File: src/rtl/mux_sel_arbiter.sv
// Round-robin select generator for a 4:1 mux: grants one requester for hold+1 cycles.
// Optional grant extension via the lock input when MUX_SEL_ARB_LOCK_EN is defined.
module mux_sel_arbiter #(
    parameter int HOLD_W = 4
) (
    input  logic              clk,
    input  logic              rst,
    input  logic [3:0]        req,
    input  logic [HOLD_W-1:0] hold,
    output logic              s1,
    output logic              s2,
    output logic [3:0]        gnt,
    output logic              valid,
    output logic              done
`ifdef MUX_SEL_ARB_LOCK_EN
    ,
    input  logic              lock
`endif
);

    typedef enum logic {IDLE, GRANT} state_t;

    state_t              state_q, state_d;
    logic [1:0]          ptr_q, ptr_d;
    logic [1:0]          cur_q, cur_d;
    logic [1:0]          sel_q, sel_d;
    logic [HOLD_W-1:0]   cnt_q, cnt_d;
    logic [3:0]          gnt_q, gnt_d;
    logic                valid_q, valid_d;
    logic                lock_w;
    logic [1:0]          base;
    logic [1:0]          win;

`ifdef MUX_SEL_ARB_LOCK_EN
    assign lock_w = lock;
`else
    assign lock_w = 1'b0;
`endif

    // Scan downward so the closest set bit to base is the last one assigned.
    function automatic logic [1:0] rr_pick(input logic [3:0] r, input logic [1:0] b);
        logic [1:0] idx;
        logic [1:0] pick;
        pick = b;
        for (int i = 3; i >= 0; i--) begin
            idx = b + 2'(i);
            if (r[idx]) pick = idx;
        end
        return pick;
    endfunction

    // At the end of a grant, arbitration must already see the advanced pointer.
    assign base = (state_q == GRANT) ? (cur_q + 2'd1) : ptr_q;
    assign win  = rr_pick(req, base);

    always_comb begin
        state_d = state_q;
        ptr_d   = ptr_q;
        cur_d   = cur_q;
        sel_d   = sel_q;
        cnt_d   = cnt_q;
        gnt_d   = gnt_q;
        valid_d = valid_q;
        case (state_q)
            IDLE: begin
                if (|req) begin
                    state_d = GRANT;
                    cur_d   = win;
                    sel_d   = win;
                    cnt_d   = hold;
                    gnt_d   = 4'b0001 << win;
                    valid_d = 1'b1;
                end
            end
            GRANT: begin
                if (cnt_q != '0) begin
                    cnt_d = cnt_q - HOLD_W'(1);
                end else if (lock_w) begin
                    cnt_d = hold;
                end else begin
                    ptr_d = cur_q + 2'd1;
                    if (|req) begin
                        cur_d = win;
                        sel_d = win;
                        cnt_d = hold;
                        gnt_d = 4'b0001 << win;
                    end else begin
                        state_d = IDLE;
                        gnt_d   = 4'b0000;
                        valid_d = 1'b0;
                    end
                end
            end
            default: state_d = IDLE;
        endcase
    end

    always_ff @(posedge clk or posedge rst) begin
        if (rst) begin
            state_q <= IDLE;
            ptr_q   <= 2'd0;
            cur_q   <= 2'd0;
            sel_q   <= 2'd0;
            cnt_q   <= '0;
            gnt_q   <= 4'b0000;
            valid_q <= 1'b0;
        end else begin
            state_q <= state_d;
            ptr_q   <= ptr_d;
            cur_q   <= cur_d;
            sel_q   <= sel_d;
            cnt_q   <= cnt_d;
            gnt_q   <= gnt_d;
            valid_q <= valid_d;
        end
    end

    assign s1    = sel_q[1];
    assign s2    = sel_q[0];
    assign gnt   = gnt_q;
    assign valid = valid_q;
    assign done  = valid_q & (cnt_q == '0) & ~lock_w;

endmodule

File: config.mk
export PLATFORM = sky130hd
export DESIGN_NAME = mux_sel_arbiter
export DESIGN_NICKNAME = d
export VERILOG_FILES = /design/src/rtl/mux_sel_arbiter.sv
export SDC_FILE = /design/constraint.sdc
export NUM_CORES = 1
export LEC_CHECK = 0
export ABC_CLOCK_PERIOD_IN_PS = 4670
export CAP_MARGIN = 5
export CORE_MARGIN = 4
export CORE_UTILIZATION = 40
export DETAILED_ROUTE_END_ITERATION = 6
export GPL_TIMING_DRIVEN = 0
export SYNTH_ARGS = -nofsm -noshare
export SYNTH_HDL_FRONTEND = slang
export SYNTH_SLANG_ARGS = --single-unit
File: constraint.sdc
create_clock -name clk -period 4.67 [get_ports clk]
set_input_delay 0.7005 -clock clk [delete_from_list [all_inputs] [get_ports clk]]
set_output_delay 0.7005 -clock clk [all_outputs]
set_load 0.01 [all_outputs]
==> metrics.md, run 1 <==
| Metric | Value |
|---|---|
| Result of the run | `finished clean` |
| Element type at the critical path end | `primary output` |
| Util after Layout | `0.5564` |
| Count of port buffers added during placement | `17` |
| Main synth FF type | `sky130_fd_sc_hd__dfrtp_1` |
| Post-route clock period utilization | `0.6328` |
| Share of post-route cells with drive strength above 1 | `0.1220` |
| Register area share after synthesis | `0.3911` |
| Mapped cell area | `895.9 um2` |
| Height of the die | `55.33 um` |
| Category of the most critical setup path | `reg2out` |
| Overall fraction of global-route tracks in use | `0.1449` |
| Final HPWL from detailed placement | `1.607 mm` |
| Number of distinct library cells after synthesis | `40` |
| Post_cts resized | `0` |
| Iteration count of the initial detailed-routing pass | `4` |
| Number of storage elements in the synthesis netlist | `14` |
| Vias per cell | `5.487` |
| # Max-Cap Violations | `0` |
| Number of enable flip-flop cells after synthesis | `0` |
| Worst Clk Skew | `0.001403 ns` |
| Upper clock frequency limit | `338.4 MHz` |
| Unrepaired setup endpoints after global routing | `no` |
| Vias after detailed routing | `823` |
| Synth Area per Inst | `8.783 um2` |
| Depth of the CTS H-tree | `1` |
| Clock tree sinks | `14` |
| Final sum of negative setup slack | `0 ns` |
| Number of design rule violations left after detail routing | `0` |
| Final worst path period need | `2.955 ns` |
| Layout overhead on the synthesized area | `26.82%` |
| Post-Syn Instances | `102` |
| Worst EP arrival | `2.25 ns` |
| Worst slew margin relative to its limit | `0.4077` |
| Maximum number of pins on one net before global-route repair | `15` |
| Core footprint | `0.002042 mm2` |
| Antenna diode count | `0` |
| Number of endpoints with negative hold slack in the final report | `0` |
| Die area | `0.003061 mm2` |
| Cell row count | `16` |
| Maximum VDD drop | `0.0002835 V` |
| Final weighted congestion of routability-driven global placement | `0.7863` |
| Ordered cell list for the critical path | `inv_1, ha_1, or2b_2, nor2_1, and2_1, clkdlybuf4s50_1` |
| Final setup violation count | `0` |
| Fin nets | `135` |
| Leakage power | `0.4918 nW` |
| Data required time at the worst endpoint | `3.97 ns` |
| Hold_buf cts | `0` |
| Power density cells | `527.8 mW/mm2` |
| Total detailed-routing wirelength | `2.098 mm` |
| First-pass GRT wire length | `3.636 mm` |
| CTS tree | `yes` |
| Routed Antenna Nets | `0` |
| Die boundary width | `55.33 um` |
| Routed wire per std cell | `13.99 um` |
| Worst-Skew Late Latency | `0.28 ns` |
| Element type at the critical path start | `flip-flop` |
| DRC marker count from the first detailed-route iteration | `20` |
| Number of global-route vias before repair | `794` |
| Max Transition Viols Final | `0` |
| Clock-pin transition on the worst setup and hold timing paths | `0.09 ns` |
| Crit-path max cell delay | `0.53 ns` |
| Initial antenna violation count | `0` |
| Fraction of synthesis flops using an asynchronous set or reset pin | `1.000` |
| Critical Path Fanout Max | `6` |
| Worst min path class | `reg2reg` |
| Slew @ Worst Pin | `0.8811 ns` |
| Number of nets produced by synthesis | `113` |
| CTS Root Cell | `sky130_fd_sc_hd__clkbuf_4` |
| Bufs on Longest Clock Path | `2` |
| Post-CTS Setup Inserts | `0` |
| Number of clock buffers inserted by TritonCTS | `3` |
| Initial Utilization | `0.4387` |
| GR Overflow Total | `0` |
| Synthesis warning total | `0` |
| Critical Path Slowest Stage Cell | `sky130_fd_sc_hd__clkdlybuf4s50_1` |
| IO Pins | `18` |
## layout by cell type, fill, tap and decap left out, types with 2 or more instances in the layout
cell type,n
sky130_fd_sc_hd__inv_1,7
sky130_fd_sc_hd__mux2i_1,2
sky130_fd_sc_hd__nor3_1,4
sky130_fd_sc_hd__dfrtp_1,14
sky130_fd_sc_hd__buf_6,2
sky130_fd_sc_hd__clkbuf_4,3
sky130_fd_sc_hd__nand2_1,9
sky130_fd_sc_hd__o21ai_0,10
sky130_fd_sc_hd__nor2b_1,2
sky130_fd_sc_hd__and3_1,2
sky130_fd_sc_hd__nand3_1,4
sky130_fd_sc_hd__a21oi_1,8
sky130_fd_sc_hd__clkdlybuf4s50_1,17
sky130_fd_sc_hd__nor2_1,10
## power breakdown
part           switching, mW  internal, mW  total, mW  leakage, nW
Clock                 0.0400        0.0474     0.0874       0.0210
Sequential            0.0513         0.175      0.226        0.169
Combinational          0.136         0.151      0.286        0.302
Total                  0.227         0.373      0.600        0.492
## cells in the mapped netlist, types with 2 or more instances
library cell | count | area share
sky130_fd_sc_hd__mux2i_1 | 2 | 0.022
sky130_fd_sc_hd__nor3_1 | 4 | 0.022
sky130_fd_sc_hd__dfrtp_1 | 14 | 0.39
sky130_fd_sc_hd__o21ai_0 | 10 | 0.056
sky130_fd_sc_hd__inv_1 | 7 | 0.029
sky130_fd_sc_hd__nor2_1 | 10 | 0.042
sky130_fd_sc_hd__nand2_1 | 9 | 0.038
sky130_fd_sc_hd__and3_1 | 2 | 0.014
sky130_fd_sc_hd__nand3_1 | 4 | 0.022
sky130_fd_sc_hd__buf_6 | 2 | 0.025
sky130_fd_sc_hd__nor2b_1 | 2 | 0.014
sky130_fd_sc_hd__a21oi_1 | 8 | 0.045
## area by class of cell
class,instances,area (um2)
Multi-Input combinational cell,78,493.0
Inverter,7,26.28
Tap cell,27,33.78
Buffer,3,26.28
Sequential cell,14,350.3
Timing Repair Buffer,17,170.2
Fill cell,185,905.9
Clock buffer,4,36.28
## routing by layer
layer | up-vias | share of wire | track usage
met1 | 378 | 0.46 | 0.1888
met4 | 0 | 0.025 | 0.04514
met5 | - | 0 | 0
met3 | 8 | 0.040 | 0.04895
met2 | 20 | 0.48 | 0.2247
li1 | 417 | - | -
## worst max-delay path, delay by kind of cell, from the launching register on
kind | cells | cell delay (ns)
simple gates | 3 | 0.80
buf+inv | 2 | 0.60
flops | 1 | 0.41
fa+ha+maj | 1 | 0.16
## registers in the layout (all words and copies together), names as in the netlist
signal / count
cur_q: 2
state_q: 1
gnt: 4
valid: 1
cnt_q: 4
ptr_q: 2
## cell families after synthesis
kind of cell | count (synthesis) | synth area share
AND/OR/NAND/NOR | 39 | 0.2277
AO/OA/AOI/OAI | 35 | 0.2766
flip-flops | 14 | 0.3911
buffers and inverters | 10 | 0.05866
multiplexers | 2 | 0.02235
XOR/XNOR | 1 | 0.009778
adder cells (fa/ha/maj) | 1 | 0.01396
## through the flow
step / hold WS, ns / cell area [um2] / setup WS [ns] / instances / total power, mW
4_1_cts: 0.5162 / 1136 / 1.672 / 150 / 0.6095
2_1_floorplan: 0.4654 / 895.9 / 2.653 / 102 / 0.4066
6_report: 0.5079 / 1136 / 1.715 / 150 / 0.5996
3_5_place_dp: 0.4952 / 1100 / 1.997 / 146 / 0.5192
5_1_grt: 0.5312 / 1136 / 1.497 / 150 / 0.6608
3_3_place_gp: 0.4924 / 1100 / 2.025 / 146 / 0.5093
## final timing paths
| kind | start | end | slack, ns | depth (start not counted) |
|---|---|---|---|---|
| hold / removal | cnt_q[0] | cnt_q[0] | 0.51 | 1 |
| setup / recovery | cnt_q[0] | done | 1.71 | 6 |
| hold reg to reg | cnt_q[0] | cnt_q[0] | 0.51 | 1 |
| setup reg to reg | cnt_q[0] | gnt[2] | 2.78 | 6 |
| max in group asynchronous | rst | state_q | 3.55 | 2 |
| min in group asynchronous | rst | ptr_q[1] | 0.76 | 2 |
(Power assumes the default switching activity.)
==> run 2: changes to the inputs <==
--- a/config.mk
+++ b/config.mk
@@ -5,12 +5,13 @@
 export SDC_FILE = /design/constraint.sdc
 export NUM_CORES = 1
 export LEC_CHECK = 0
-export ABC_CLOCK_PERIOD_IN_PS = 4670
+export ABC_CLOCK_PERIOD_IN_PS = 2400
 export CAP_MARGIN = 5
 export CORE_MARGIN = 4
 export CORE_UTILIZATION = 40
 export DETAILED_ROUTE_END_ITERATION = 6
 export GPL_TIMING_DRIVEN = 0
+export PLACE_DENSITY = 0.67
 export SYNTH_ARGS = -nofsm -noshare
 export SYNTH_HDL_FRONTEND = slang
 export SYNTH_SLANG_ARGS = --single-unit
==> constraint.sdc (replaced) <==
create_clock -name clk -period 2.4 [get_ports clk]
set_input_delay 0.36 -clock clk [delete_from_list [all_inputs] [get_ports clk]]
set_output_delay 0.36 -clock clk [all_outputs]
set_load 0.01 [all_outputs]
==> run 2 against run 1 <==
Compared with the run above: final cell count is 0.67% higher; worst hold slack worse by 0.10 ns; core utilization is 0.55 points higher; routed wire length is 1.3% higher; largest power group unchanged; largest cell class unchanged; setup slack worse by 1.3 ns; die area stayed put.
==> metrics.md, run 2 (synthesis results as in run 1) <==
| Metric | Value |
|---|---|
| Total of fill cells in the finished design | `194` |
| Bufs on Longest Clock Path | `2` |
| Vias after detailed routing | `846` |
| Commonest non-fill, non-tap cells in the layout | `16 x sky130_fd_sc_hd__clkdlybuf4s50_1, 14 x sky130_fd_sc_hd__dfrtp_1, 10 x sky130_fd_sc_hd__o21ai_0` |
| Placed cell area | `0.001100 mm2` |
| Number of buffers and inverters on the critical path | `2` |
| Die boundary width | `55.33 um` |
| DRC marker count from the first detailed-route iteration | `15` |
| Maximum VDD drop | `0.0004819 V` |
| Category of the most critical setup path | `reg2out` |
| Worst-Skew Late Latency | `0.29 ns` |
| Final sum of negative setup slack | `0 ns` |
| Ordered cell list for the critical path | `inv_1, ha_1, or2b_2, nor2_4, and2_1, dlymetal6s2s_1` |
| Critical Path Fanout Max | `4` |
| Clock-pin transition on the worst setup and hold timing paths | `0.09 ns` |
| # Max-Cap Violations | `0` |
| Data required time at the worst endpoint | `2.04 ns` |
| Unrepaired setup endpoints after global routing | `no` |
| Layout overhead on the synthesized area | `28.07%` |
| Critical Path Slowest Stage Cell | `sky130_fd_sc_hd__dfrtp_1` |
| Share of post-route cells with drive strength above 1 | `0.1371` |
| Number of design rule violations left after detail routing | `0` |
| Routed Antenna Nets | `0` |
| Core footprint | `0.002042 mm2` |
| Util after Layout | `0.5619` |
| Worst setup margin | `0.3821 ns` |
| Most common cell after layout, fill and taps aside | `sky130_fd_sc_hd__clkdlybuf4s50_1` |
| GR Overflow Total | `0` |
| Worst min path class | `in2async` |
| CTS tree | `yes` |
| Iteration count of the initial detailed-routing pass | `4` |
| Largest delay share family, worst path | `simple AND/OR/NAND/NOR gates` |
| Worst slew margin relative to its limit | `0.3639` |
| Die area | `0.003061 mm2` |
| Maximum number of pins on one net before global-route repair | `15` |
| Number of clock buffers inserted by TritonCTS | `3` |
| Initial antenna violation count | `0` |
| Number of endpoints with negative hold slack in the final report | `0` |
| Height of the die | `55.33 um` |
| Element type at the critical path start | `flip-flop` |
| Final worst path period need | `2.018 ns` |
| IO Pins | `18` |
| Worst Clk Skew | `0.01365 ns` |
| Flip-flop and latch area | `350.3 um2` |
| Cell row count | `16` |
| Final HPWL from detailed placement | `1.516 mm` |
| Post-route clock period utilization | `0.8408` |
| Antenna diode count | `0` |
| Final weighted congestion of routability-driven global placement | `0.8405` |
| Element type at the critical path end | `primary output` |
| Depth of the CTS H-tree | `1` |
| Initial Utilization | `0.4387` |
| Post-Place Setup Slack | `0.03775 ns` |
| Worst EP arrival | `1.66 ns` |
| CTS Root Cell | `sky130_fd_sc_hd__clkbuf_4` |
| Leakage power | `0.5130 nW` |
| Total detailed-routing wirelength | `2.125 mm` |
| Count of port buffers added during placement | `17` |
| Fin nets | `137` |
| Max Transition Viols Final | `0` |
| Power density cells | `1019 mW/mm2` |
| Hold_buf cts | `0` |
| Crit-path max cell delay | `0.42 ns` |
| Result of the run | `finished clean` |
| Routed wire per std cell | `14.07 um` |
| Area used by multi-input combinational logic | `500.5 um2` |
| First-pass GRT wire length | `3.739 mm` |
| Clock tree sinks | `14` |
| Summed area of non-filler cells in the final layout | `0.001147 mm2` |
| Overall fraction of global-route tracks in use | `0.1486` |
| Final setup violation count | `0` |
| Slew @ Worst Pin | `0.9462 ns` |
| Vias per cell | `5.603` |
| Upper clock frequency limit | `495.6 MHz` |
| Number of global-route vias before repair | `852` |
-- run 2: stage by stage --
step	hold slack [ns]	std cells	total power, mW
CTS	0.4377	150	1.163
finish	0.4063	151	1.169
floorplan	0.2492	102	0.7912
global route	0.4567	151	1.278
global placement	0.4905	146	0.9903
detailed placement	0.4976	146	1.008
-- run 2: power by group --
| group | total, mW | switching [mW] | internal, mW | leakage (nW) |
|---|---|---|---|---|
| Combinational | 0.585 | 0.274 | 0.311 | 0.330 |
| Sequential | 0.448 | 0.108 | 0.340 | 0.169 |
| Clock | 0.136 | 0.0776 | 0.0583 | 0.0138 |
| Total | 1.17 | 0.459 | 0.709 | 0.513 |
-- run 2: repair_timing --
action                                  4_1_cts  5_1_grt
pin swaps                                     1        0
buffers inserted                              1        1
endpoints found under the setup margin        1        1
gates resized for setup                       2        1
endpoints found under the hold margin         0        0
-- run 2: final timing paths --
check,startpoint,endpoint,slack (ns),cells past startpoint
max in group asynchronous,rst,gnt[0],1.62,2
hold / removal,rst,valid,0.41,2
hold reg to reg,gnt[1],gnt[1],0.52,2
setup / recovery,cnt_q[0],done,0.38,6
min in group clk,gnt[1],gnt[1],0.52,2
setup reg to reg,cnt_q[0],gnt[3],0.46,7
-- run 2: layout make-up --
cell class                 count  area share
multi-input combinational     78      0.4362
buffer                         3     0.02290
inverter                       7     0.02290
clock buffer                   3     0.01963
timing repair buffer          19      0.1636
tap                           27     0.02944
sequential                    14      0.3053
-- run 2: layer usage --
| metal | GRT usage | wire, um | part of all wire |
|---|---|---|---|
| met1 | 0.1926 | 986 | 0.46 |
| met2 | 0.2314 | 993 | 0.47 |
| met3 | 0.03263 | 100 | 0.047 |
| met4 | 0.07292 | 44 | 0.021 |
| met5 | 0 | 0 | 0 |
==> run 3: changes to the inputs <==
--- a/config.mk
+++ b/config.mk
@@ -5,13 +5,12 @@
 export SDC_FILE = /design/constraint.sdc
 export NUM_CORES = 1
 export LEC_CHECK = 0
-export ABC_CLOCK_PERIOD_IN_PS = 2400
+export ABC_CLOCK_PERIOD_IN_PS = 2000
 export CAP_MARGIN = 5
 export CORE_MARGIN = 4
 export CORE_UTILIZATION = 40
 export DETAILED_ROUTE_END_ITERATION = 6
 export GPL_TIMING_DRIVEN = 0
-export PLACE_DENSITY = 0.67
 export SYNTH_ARGS = -nofsm -noshare
 export SYNTH_HDL_FRONTEND = slang
 export SYNTH_SLANG_ARGS = --single-unit
==> constraint.sdc (replaced) <==
create_clock -name clk -period 2 [get_ports clk]
set_input_delay 0.3 -clock clk [delete_from_list [all_inputs] [get_ports clk]]
set_output_delay 0.3 -clock clk [all_outputs]
set_load 0.01 [all_outputs]
==> run 3 against run 2 <==
Compared with the run above: register-to-register slack got worse by 0.30 ns; core utilization increased by 1.3 points; clock power increased by 50%; non-clock buffer count increased by 2; sequential power increased by 20%; via count increased by 0.24%; clock skew decreased by 0.011 ns; worst hold slack got worse by 0.045 ns; combinational power increased by 28%; highest routed layer unchanged.
==> metrics.md, run 3 (synthesis results as in run 1) <==
| Metric | Value |
|---|---|
| IO Pins | `18` |
| Core footprint | `0.002042 mm2` |
| Element type at the critical path end | `flip-flop` |
| Worst-Skew Late Latency | `0.28 ns` |
| Bufs on Longest Clock Path | `2` |
| Result of the run | `finished clean` |
| Ordered cell list for the critical path | `clkdlybuf4s50_1, inv_1, a311oi_1, nor2_1, o2111a_2, a2111oi_2, a211o_1` |
| Worst setup margin | `0.1219 ns` |
| Total detailed-routing wirelength | `2.186 mm` |
| Final sum of negative setup slack | `0 ns` |
| Iteration count of the initial detailed-routing pass | `4` |
| Height of the die | `55.33 um` |
| Layout overhead on the synthesized area | `31.15%` |
| GR Overflow Total | `0` |
| DRC marker count from the first detailed-route iteration | `21` |
| Cell row count | `16` |
| Count of port buffers added during placement | `17` |
| Unrepaired setup endpoints after global routing | `no` |
| Maximum VDD drop | `0.0007015 V` |
| Share of post-route cells with drive strength above 1 | `0.1890` |
| Routed Antenna Nets | `0` |
| Slew @ Worst Pin | `0.8958 ns` |
| Overall fraction of global-route tracks in use | `0.1478` |
| Initial Utilization | `0.4387` |
| Worst min path class | `in2async` |
| Final weighted congestion of routability-driven global placement | `0.7863` |
| Final setup violation count | `0` |
| First-pass GRT wire length | `3.712 mm` |
| Wire length on met3 | `88 um` |
| Post-Place Setup Slack | `-0.2730 ns` |
| Worst slew margin relative to its limit | `0.3978` |
| Critical Path Slowest Stage Cell | `sky130_fd_sc_hd__clkdlybuf4s50_1` |
| Vias after detailed routing | `848` |
| Die boundary width | `55.33 um` |
| Depth of the CTS H-tree | `1` |
| # Max-Cap Violations | `0` |
| Clock-pin transition on the worst setup and hold timing paths | `0.09 ns` |
| CTS tree | `yes` |
| Final HPWL from detailed placement | `1.607 mm` |
| Initial antenna violation count | `0` |
| Number of cells in the design after placement | `146` |
| Antenna diode count | `0` |
| Hold Slack | `0.3611 ns` |
| Most common cell after layout, fill and taps aside | `sky130_fd_sc_hd__clkdlybuf4s50_1` |
| Number of global-route vias before repair | `813` |
| Crit-path max cell delay | `0.61 ns` |
| CTS Root Cell | `sky130_fd_sc_hd__clkbuf_4` |
| Die area | `0.003061 mm2` |
| Post-route clock period utilization | `0.9390` |
| Critical Path Fanout Max | `6` |
| Detailed-route wire length on metal 1 | `990 um` |
| Total of fill cells in the finished design | `184` |
| Final cell count without fillers | `154` |
| Number of design rule violations left after detail routing | `0` |
| Commonest non-fill, non-tap cells in the layout | `16 x sky130_fd_sc_hd__clkdlybuf4s50_1, 13 x sky130_fd_sc_hd__dfrtp_1, 10 x sky130_fd_sc_hd__o21ai_0` |
| Worst Clk Skew | `0.002456 ns` |
| Element type at the critical path start | `input pin` |
| Vias per cell | `5.506` |
| Leakage power | `0.5112 nW` |
| Category of the most critical setup path | `in2reg` |
| Routed wire per std cell | `14.19 um` |
| Highest signal layer in the routed design | `met4` |
| Final worst path period need | `1.878 ns` |
| DR WL met2 | `1.061 mm` |
| Data required time at the worst endpoint | `2.22 ns` |
| Maximum number of pins on one net before global-route repair | `15` |
| Upper clock frequency limit | `532.5 MHz` |
| Clock tree sinks | `14` |
| Fin nets | `139` |
| Number of endpoints with negative hold slack in the final report | `0` |
| Design Power | `1.490 mW` |
| Max Transition Viols Final | `0` |
| Power density cells | `1268 mW/mm2` |
| Worst EP arrival | `2.10 ns` |
| Number of clock buffers inserted by TritonCTS | `3` |
run 3: layout make-up:
class	instances	area, um2	area share
tap	27	33.78	0.02875
multi-input combinational	78	505.5	0.4302
buffer	3	26.28	0.02236
clock buffer	4	36.28	0.03088
inverter	7	26.28	0.02236
sequential	14	351.6	0.2993
timing repair buffer	21	195.2	0.1661
run 3: final timing paths:
kind / start / to / slack (ns) / cells past startpoint
setup / recovery: req[3] / gnt[2] / 0.12 / 7
hold / removal: rst / ptr_q[1] / 0.36 / 2
setup reg to reg: cnt_q[0] / gnt[3] / 0.16 / 7
hold reg to reg: gnt[2] / gnt[2] / 0.52 / 1
max in group asynchronous: rst / cur_q[0] / 1.24 / 2
min in group clk: gnt[2] / gnt[2] / 0.52 / 1
run 3: worst max-delay path: cells and delay by family:
family	cells	cell delay (ns)
AOI/OAI and AO/OA	4	1.01
buffers and inverters	2	0.70
and+or+nand+nor	1	0.08
run 3: repair_timing:
action                     4_1_cts  5_1_grt
buffers inserted                 2        2
hold buffers                     0        0
resized for setup                6        4
pin swaps                        1        0
setup endpoints to repair        1        2
run 3: where the power goes:
| part | total [mW] | switching (mW) | internal [mW] |
|---|---|---|---|
| Clock | 0.204 | 0.0928 | 0.111 |
| Combinational | 0.749 | 0.342 | 0.407 |
| Sequential | 0.538 | 0.129 | 0.410 |
run 3: metrics by stage:
stage                 util  area (um2)
floorplan                -       895.9
global placement    0.5386        1100
detailed placement  0.5386        1100
CTS                 0.5692        1162
global route        0.5754        1175
finish              0.5754        1175
run 3: layer usage:
metal,global-route usage,up-vias
li1,-,425
met1,0.1888,400
met2,0.2348,17
met3,0.04895,6
met4,0.04514,0
met5,0,-
